**src/rtl/alu_pkg.sv**
```systemverilog
// rtl/alu_pkg.sv - op codes and flag bit positions shared by the ALU and its users
package alu_pkg;

  typedef enum logic [3:0] {
    ALU_ADD  = 4'd0,
    ALU_SUB  = 4'd1,
    ALU_AND  = 4'd2,
    ALU_OR   = 4'd3,
    ALU_XOR  = 4'd4,
    ALU_SLL  = 4'd5,
    ALU_SRL  = 4'd6,
    ALU_SRA  = 4'd7,
    ALU_SLT  = 4'd8,
    ALU_SLTU = 4'd9
  } alu_op_t;

  localparam int FLAG_N = 3;
  localparam int FLAG_Z = 2;
  localparam int FLAG_C = 1;
  localparam int FLAG_V = 0;

endpackage

```
**src/rtl/alu_if.sv**
```systemverilog
// rtl/alu_if.sv - operand/op inputs and registered result/flags of the ALU
interface alu_if #(parameter int WIDTH = 32);

  logic [WIDTH-1:0] a;
  logic [WIDTH-1:0] b;
  logic [3:0]       op;
  logic [WIDTH-1:0] res;
  logic [3:0]       flags;

  modport master (output a, output b, output op, input res, input flags);
  modport slave  (input a, input b, input op, output res, output flags);

endinterface

```
**src/rtl/alu_adder.sv**
```systemverilog
// rtl/alu_adder.sv - WIDTH-bit adder with carry-in, carry-out and signed overflow
module alu_adder #(
  parameter int WIDTH = 32
) (
  input  logic [WIDTH-1:0] a_i,
  input  logic [WIDTH-1:0] b_i,
  input  logic             cin_i,
  output logic [WIDTH-1:0] sum_o,
  output logic             cout_o,
  output logic             ovf_o
);

  logic [WIDTH:0] full;

  assign full   = {1'b0, a_i} + {1'b0, b_i} + {{WIDTH{1'b0}}, cin_i};
  assign sum_o  = full[WIDTH-1:0];
  assign cout_o = full[WIDTH];
  // Overflow: like-signed inputs producing a sum of the other sign.
  assign ovf_o  = (a_i[WIDTH-1] == b_i[WIDTH-1]) && (sum_o[WIDTH-1] != a_i[WIDTH-1]);

endmodule

```
**src/rtl/alu.sv**
```systemverilog
// rtl/alu.sv - registered 32-bit ALU: op mux, NZCV flag generation, output register
module alu
  import alu_pkg::*;
#(
  parameter int WIDTH = 32
) (
  input  logic  clk,
  input  logic  rst_n,
  alu_if.slave  bus
);

  localparam int SHW = $clog2(WIDTH);

  logic             sub;
  logic [WIDTH-1:0] add_b;
  logic [WIDTH-1:0] sum;
  logic             cout;
  logic             ovf;
  logic [SHW-1:0]   shamt;
  logic [WIDTH-1:0] res_d, res_q;
  logic [3:0]       flags_d, flags_q;
  logic             c_d, v_d;

  // Subtract and both compares reuse the adder as a + ~b + 1.
  assign sub   = (bus.op == ALU_SUB) || (bus.op == ALU_SLT) || (bus.op == ALU_SLTU);
  assign add_b = sub ? ~bus.b : bus.b;
  assign shamt = bus.b[SHW-1:0];

  alu_adder #(.WIDTH(WIDTH)) u_adder (
    .a_i    (bus.a),
    .b_i    (add_b),
    .cin_i  (sub),
    .sum_o  (sum),
    .cout_o (cout),
    .ovf_o  (ovf)
  );

  always_comb begin
    res_d = '0;
    c_d   = 1'b0;
    v_d   = 1'b0;
    case (alu_op_t'(bus.op))
      ALU_ADD, ALU_SUB: begin
        res_d = sum;
        c_d   = cout;
        v_d   = ovf;
      end
      ALU_AND:  res_d = bus.a & bus.b;
      ALU_OR:   res_d = bus.a | bus.b;
      ALU_XOR:  res_d = bus.a ^ bus.b;
      ALU_SLL:  res_d = bus.a << shamt;
      ALU_SRL:  res_d = bus.a >> shamt;
      ALU_SRA:  res_d = $signed(bus.a) >>> shamt;
      // Signed less-than is the true sign of a-b, corrected for overflow.
      ALU_SLT:  res_d = {{(WIDTH-1){1'b0}}, sum[WIDTH-1] ^ ovf};
      ALU_SLTU: res_d = {{(WIDTH-1){1'b0}}, ~cout};
      default:  res_d = '0;
    endcase
  end

  always_comb begin
    flags_d         = 4'b0000;
    flags_d[FLAG_N] = res_d[WIDTH-1];
    flags_d[FLAG_Z] = (res_d == '0);
    flags_d[FLAG_C] = c_d;
    flags_d[FLAG_V] = v_d;
  end

  always_ff @(posedge clk or negedge rst_n) begin
    if (!rst_n) begin
      res_q   <= '0;
      flags_q <= 4'b0000;
    end else begin
      res_q   <= res_d;
      flags_q <= flags_d;
    end
  end

  assign bus.res   = res_q;
  assign bus.flags = flags_q;

endmodule

```
**src/flat_wrapper.sv**
```systemverilog
// flat-port wrapper written by rule: the top's interface ports become plain ports
module alu_flat import alu_pkg::*;
#(
  parameter int WIDTH = 32
)
  (clk, rst_n, bus_a, bus_b, bus_op, bus_res, bus_flags);
  alu_if #(.WIDTH(WIDTH)) bus_i ();
  input  logic clk;
  input  logic rst_n;
  input wire logic [$bits(bus_i.a)-1:0] bus_a;
  input wire logic [$bits(bus_i.b)-1:0] bus_b;
  input wire logic [$bits(bus_i.op)-1:0] bus_op;
  output wire logic [$bits(bus_i.res)-1:0] bus_res;
  output wire logic [$bits(bus_i.flags)-1:0] bus_flags;
  assign bus_i.a = bus_a;
  assign bus_i.b = bus_b;
  assign bus_i.op = bus_op;
  assign bus_res = bus_i.res;
  assign bus_flags = bus_i.flags;
  alu #(.WIDTH(WIDTH)) u_core (.clk(clk), .rst_n(rst_n), .bus(bus_i));
endmodule
```
**config.mk**
```make
export PLATFORM = sky130hd
export DESIGN_NAME = alu_flat
export DESIGN_NICKNAME = d
export VERILOG_FILES = /design/src/rtl/alu_pkg.sv /design/src/rtl/alu_if.sv /design/src/rtl/alu_adder.sv /design/src/rtl/alu.sv /design/src/flat_wrapper.sv
export SDC_FILE = /design/constraint.sdc
export NUM_CORES = 1
export LEC_CHECK = 0
export ABC_CLOCK_PERIOD_IN_PS = 800
export CORE_ASPECT_RATIO = 0.6
export CORE_MARGIN = 4
export CORE_UTILIZATION = 35
export DETAILED_ROUTE_END_ITERATION = 12
export SLEW_MARGIN = 20
export SYNTH_ARGS = -nofsm -noshare
export SYNTH_HDL_FRONTEND = slang
export SYNTH_SLANG_ARGS = --single-unit
```
**constraint.sdc**
```tcl
create_clock -name clk -period 0.8 [get_ports clk]
set_input_delay 0.12 -clock clk [delete_from_list [all_inputs] [get_ports clk]]
set_output_delay 0.12 -clock clk [all_outputs]
set_load 0.01 [all_outputs]
```
==> impl_metrics.ini, run 1 <==
[routing]
avgRoutedWirePerCell_um = 26.8
route.detailed.drc = 0
drt_iter0_markers = 1761
ant_nets = 0
vias_per_cell = 6.08
num_vias = 13500
wl_um = 59600
dr.pass1.iters = 7

[pwr]
power.density_nw_per_um2 = 1080
pwr-share-seq_pct = 11.1
p_clk_share_pct = 11.3
power_frac_comb_pct = 77.6
internal_power_uw = 10600
p_switching_uw = 7980
swShare_pct = 42.9
p_leak_uw = 0.00798
worst_ir_drop_vdd_v = 0.00159
fin_total_pwr_uw = 18600

[flow_run]
maxCapViolCount = 0

[die]
die_w_um = 223
die_h_um = 137
boundaryPins = 106
rows = 46
initial_core_util_pct = 36.2
design.core.area_um2 = 26900
die-area_um2 = 30600

[grt]
grt.total_usage_pct = 36.8
grt_pass1_wl_um = 84500
grt_pass1_vias = 12700
antenna_found_initial = 1
overflow = 0
grt_max_degree = 36

[timing]
fmax_mhz = 263
finalWorstSetupSlack_ns = -3.00
rsz0062_at_grt = yes
slew_violations = 0
final-setup-viol-count = 71
timing.hold.ws_ns = 0.220
slew_headroom_pct = 50.3
hold_viol = 0
period_minus_slack_ns = 3.80
post-route-period-util_pct = 475
tightest_slew_ns = 0.741

[layout]
antenna_cells = 0
post-route-cell-area_um2 = 17200
final_common_cell = buf_4
syn2layout_area_growth_pct = 76.3
drive_gt1_share_pct = 48.6
final_nets = 2029
layout_common_cells = buf_4, nor2_1, nand2_1

[hold_path]
hold_path.class = input pin to asynchronous set/reset pin

[logic_synthesis]
synth_flop_cell = dfrtp_1
ys_seq_elements = 35
yosys.cell_types.count = 90
ys_seq_area_share_pct = 9.00
synth_nets = 1437
synth_area_per_cell_um2 = 7.67
async_reset_ff_share_pct = 100
synthCells = 1268
yosysWarnings = 0
netlist_area_um2 = 9730
synth_edf_count = 0

[critical_path]
cp-start-kind = input pin
worstPathMaxFanout = 6
crit_start = bus_op[0]
worstSetupPathType = input pin to flip-flop
arrival_ns = 3.98
cp.required_ns = 0.98
worstSetupEndpointType = flip-flop

[clock_network]
cts.clk_slew.worst_paths_ns = 0.05
cts_tree = yes
h-tree-depth = 2
clockBufferDepth = 2
clkSinkCount = 35
cts_root_buffer = clkbuf_16
cts_buffers = 5

[placed_design]
routabilityCongestion = 1.08
portBuffers = 105
hpwl_um = 47100
dpl_cell_area_um2 = 15000

[run_status]
outcome = finished with violations
violations = negative setup slack
-- sequential cells by signal, indices dropped and copies added, names as in the netlist --
signal            count
u_core.bus.res       31
u_core.bus.flags      4
-- synthesized netlist by cell type (7+ instances only) --
cell | instances | share of area (%)
nor2b_1 | 12 | 0.77
a21oi_1 | 74 | 3.8
o21ai_1 | 13 | 0.67
a22oi_1 | 11 | 0.85
buf_2 | 30 | 1.5
nand3_1 | 33 | 1.7
nand2_1 | 111 | 4.3
mux2_2 | 18 | 2.1
a221oi_1 | 18 | 1.6
nand4_1 | 14 | 0.90
o21ai_0 | 73 | 3.8
a21o_1 | 22 | 1.7
clkbuf_1 | 54 | 2.1
dfrtp_1 | 35 | 9.0
ha_1 | 98 | 13
a221o_1 | 8 | 0.82
nand3b_1 | 7 | 0.54
mux4_2 | 40 | 9.3
buf_1 | 15 | 0.58
mux2i_1 | 64 | 6.6
o22ai_1 | 19 | 1.2
a31oi_1 | 14 | 0.90
or3_1 | 8 | 0.51
o2111ai_1 | 7 | 0.63
o211ai_1 | 33 | 2.5
buf_6 | 10 | 1.2
a211oi_1 | 24 | 1.9
inv_1 | 71 | 2.7
o21a_1 | 7 | 0.54
xnor2_1 | 44 | 4.0
nor3_1 | 24 | 1.2
nor2_1 | 113 | 4.4
-- per-stage QoR --
stage	setup TNS [ns]	cells	worst slack [ns]	util, %
finish	-75.44	2220	-3.00	63.8
global route	-78.86	2220	-3.10	63.8
CTS	-70.72	2190	-2.87	60.2
detailed placement	-99.96	2136	-3.78	55.7
global placement	-98.44	2136	-3.71	55.7
floorplan	-71.00	1268	-3.54	-
-- layout make-up --
| class | instances | area (µm²) |
|---|---|---|
| Fill cell | 2248 | 9720 |
| Timing Repair Buffer | 698 | 5920 |
| Multi-Input combinational cell | 1046 | 9470 |
| Inverter | 74 | 278 |
| Tap cell | 360 | 450 |
| Sequential cell | 35 | 876 |
| Clock buffer | 6 | 129 |
| Clock inverter | 1 | 30.0 |
-- timing repair --
item,in CTS,in global routing
resized for setup,349,131
endpoints found under the hold margin,0,0
cloned,1,0
endpoints found under the setup margin,71,71
hold buffers,0,0
pin swaps,97,89
setup buffers,57,43
-- power groups by stage --
stage | Sequential [µW] | Combinational [µW] | Clock (µW)
finish | 2070 | 14400 | 2100
global route | 2090 | 15000 | 2190
CTS | 2060 | 12700 | 2120
detailed placement | 2090 | 11300 | 0
global placement | 2080 | 11200 | 0
floorplan | 2200 | 5170 | 0
-- metal layers --
| metal | wire [µm] | global-route usage [%] | up-vias |
|---|---|---|---|
| met5 | 0 | 0 | - |
| met4 | 896 | 4.31 | 0 |
| met3 | 8520 | 11.9 | 80 |
| met2 | 23200 | 50.9 | 889 |
| met1 | 26900 | 56.4 | 6561 |
| li1 | - | - | 5966 |
-- kinds of logic (layout without fill, tap and decap cells) --
family | count (synthesis) | count (layout) | share of synthesized area [%]
compound gates | 387 | 387 | 26.9
simple gates | 380 | 380 | 19.2
buf+inv | 187 | 779 | 8.52
mux | 130 | 130 | 19.0
fa+ha+maj | 99 | 99 | 12.8
xor+xnor | 50 | 50 | 4.50
flops | 35 | 35 | 9.00
-- final timing paths --
check,to,slack (ns)
worst max-delay path,u_core.bus.flags[2],-3.00
worst min-delay path,u_core.bus.res[23],0.22
max in group asynchronous,u_core.bus.res[10],0.41
min in group clk,u_core.bus.res[0],0.64
-- worst max-delay path, cell delays in order --
cell      delay, ns
buf_6          0.09
or2_4          0.27
nand2_8        0.13
buf_12         0.16
buf_12         0.12
xnor2_4        0.12
ha_4           0.24
a21oi_2        0.16
o21ai_2        0.11
a31oi_2        0.23
o22ai_2        0.12
xor2_1         0.18
a2111o_1       0.41
or4b_4         0.56
nor4_2         0.15
nand4b_1       0.17
or4b_4         0.51
nor4_2         0.13
(Power assumes the default switching activity.)
==> inputs of run 2 (changes only) <==
--- a/config.mk
+++ b/config.mk
@@ -10,6 +10,7 @@
 export CORE_MARGIN = 4
 export CORE_UTILIZATION = 35
 export DETAILED_ROUTE_END_ITERATION = 12
+export SKIP_LAST_GASP = 1
 export SLEW_MARGIN = 20
 export SYNTH_ARGS = -nofsm -noshare
 export SYNTH_HDL_FRONTEND = slang
==> run 2 against run 1 <==
  * The run still ends with negative setup slack left
  * Largest cell class unchanged
  * Highest routed layer is now met5
  * Final cell count shrank 0.50%
  * Maximum frequency shrank 1.9%
  * Via count shrank 0.63%
  * Core utilization shrank 0.74 points
  * Critical endpoint unchanged
  * Largest power group unchanged
  * Sequential cell count is the same
  * Die area is the same
==> impl_metrics.ini, run 2 (same netlist as run 1, synthesis figures left out) <==
[layout]
antenna_cells = 0
final_nets = 2018
layout_common_cells = buf_4, nor2_1, nand2_1
largest_reg_flops = 31
stdcell_count = 2209
syn2layout_area_growth_pct = 74.3
regArea_um2 = 876
final_common_cell = buf_4
drive_gt1_share_pct = 47.8
fillers = 2287
multi_input_area_um2 = 9450

[pwr]
p_leak_uw = 0.00787
fin_total_pwr_uw = 18300
power.density_nw_per_um2 = 1080
worst_ir_drop_vdd_v = 0.00159

[clock_network]
ctsHoldBuffers = 0
cts.clk_slew.worst_paths_ns = 0.05
cts_root_buffer = clkbuf_16
clkSinkCount = 35
cts_tree = yes
h-tree-depth = 2
clockBufferDepth = 2
cts_buffers = 5

[critical_path]
worstPathMaxFanout = 4
cp_slowest_cell = or4b_1
cpPeakStageDelay_ns = 0.51
worstSetupPathType = input pin to flip-flop
worstSetupEndpointType = flip-flop
cp.required_ns = 0.98
path_cells = buf_6 > or2_4 > nand2_8 > xnor2_2 > inv_1 > fa_2 > nand3b_1 > a211oi_2 > buf_4 > a211oi_2 > buf_4 > xnor2_2 > a221o_1 > nor2_1 > nand4bb_1 > nor4_1 > nand4b_1 > or4b_1 > nor4_2
arrival_ns = 4.06
cp-start-kind = input pin

[timing]
slew_violations = 0
hold_viol = 0
slew_headroom_pct = 49.8
fmax_mhz = 258
tightest_slew_ns = 0.749
post-route-period-util_pct = 484
final-setup-viol-count = 71
period_minus_slack_ns = 3.87
finalWorstSetupSlack_ns = -3.07
tns_ns = -74.59
rsz0062_at_grt = yes

[placed_design]
portBuffers = 105
hpwl_um = 47100
routabilityCongestion = 1.08
dp.cells = 2136

[routing]
drt_iter0_markers = 1649
avgRoutedWirePerCell_um = 26.9
ant_nets = 0
route.detailed.drc = 0
dr.pass1.iters = 6
vias_per_cell = 6.07
num_vias = 13400
wl_um = 59400

[die]
rows = 46
initial_core_util_pct = 36.2
die_h_um = 137
design.core.area_um2 = 26900
die_w_um = 223
die-area_um2 = 30600
boundaryPins = 106

[run_status]
outcome = finished with violations
violations = negative setup slack

[grt]
grt_max_degree = 36
antenna_found_initial = 2
overflow = 0
grt.total_usage_pct = 36.8
grt_pass1_vias = 12800
grt_pass1_wl_um = 84100

[flow_run]
maxCapViolCount = 0

[hold_path]
hold_path.class = input pin to asynchronous set/reset pin
[run 2: cell count changes in the layout (fill, tap and decap cells not counted), moves of 3 or more]
cell,before,now
buf_4,508,519
buf_6,77,56
ha_1,82,78
ha_4,12,18
inv_1,66,69
inv_2,7,4
nand3_1,28,31
nand3_2,6,3
[run 2: cell type report]
| cell class | count | area share, % |
|---|---|---|
| Clock buffer | 6 | 0.760 |
| Multi-Input combinational cell | 1046 | 55.7 |
| Tap cell | 360 | 2.66 |
| Inverter | 74 | 1.64 |
| Sequential cell | 35 | 5.16 |
| Timing Repair Buffer | 687 | 33.9 |
| Clock inverter | 1 | 0.177 |
[run 2: worst paths after layout]
kind	from	to	slack, ns	depth (start not counted)
min in group clk	bus_op[1]	u_core.bus.res[0]	0.62	7
setup / recovery	bus_op[0]	u_core.bus.flags[2]	-3.07	19
hold / removal	rst_n	u_core.bus.res[23]	0.22	2
max in group asynchronous	rst_n	u_core.bus.res[26]	0.41	2
[run 2: routing by layer]
metal	global-route usage [%]	wire length (µm)	vias up
met3	15.8	8590	89
met5	2.58	122	-
li1	-	-	5934
met4	6.84	1090	4
met2	49.9	23000	844
met1	53.8	26700	6540
[run 2: power by group]
part	switching (µW)	internal (µW)	leakage (µW)
registers	73.4	1990	0.000459
logic	7140	6980	0.00734
clock network	653	1450	0.0000769
[run 2: per-stage QoR]
stage	setup slack (ns)	utilization (%)	area [µm²]	hold slack (ns)
after floorplan	-3.54	-	10100	-0.176
after global placement	-3.71	55.7	15000	0.510
after global routing	-3.23	63.1	17000	0.236
after CTS	-2.87	60.1	16100	0.222
final	-3.07	63.1	17000	0.221
after detailed placement	-3.78	55.7	15000	0.516
[run 2: worst max-delay path: cells and delay by family]
| family | cells | cell delay [ns] |
|---|---|---|
| xor gates and xnor gates | 2 | 0.30 |
| adders and majority gates | 1 | 0.38 |
| AOI/OAI and AO/OA | 3 | 0.73 |
| buffers and inverters | 4 | 0.49 |
| and+or+nand+nor | 9 | 2.03 |
[run 2: repair_timing]
| action | in CTS | in global routing |
|---|---|---|
| endpoints found under the setup margin | 71 | 71 |
| gates resized for setup | 339 | 108 |
| pin swaps | 96 | 80 |
| gates cloned | 1 | 0 |
| setup buffers | 57 | 27 |
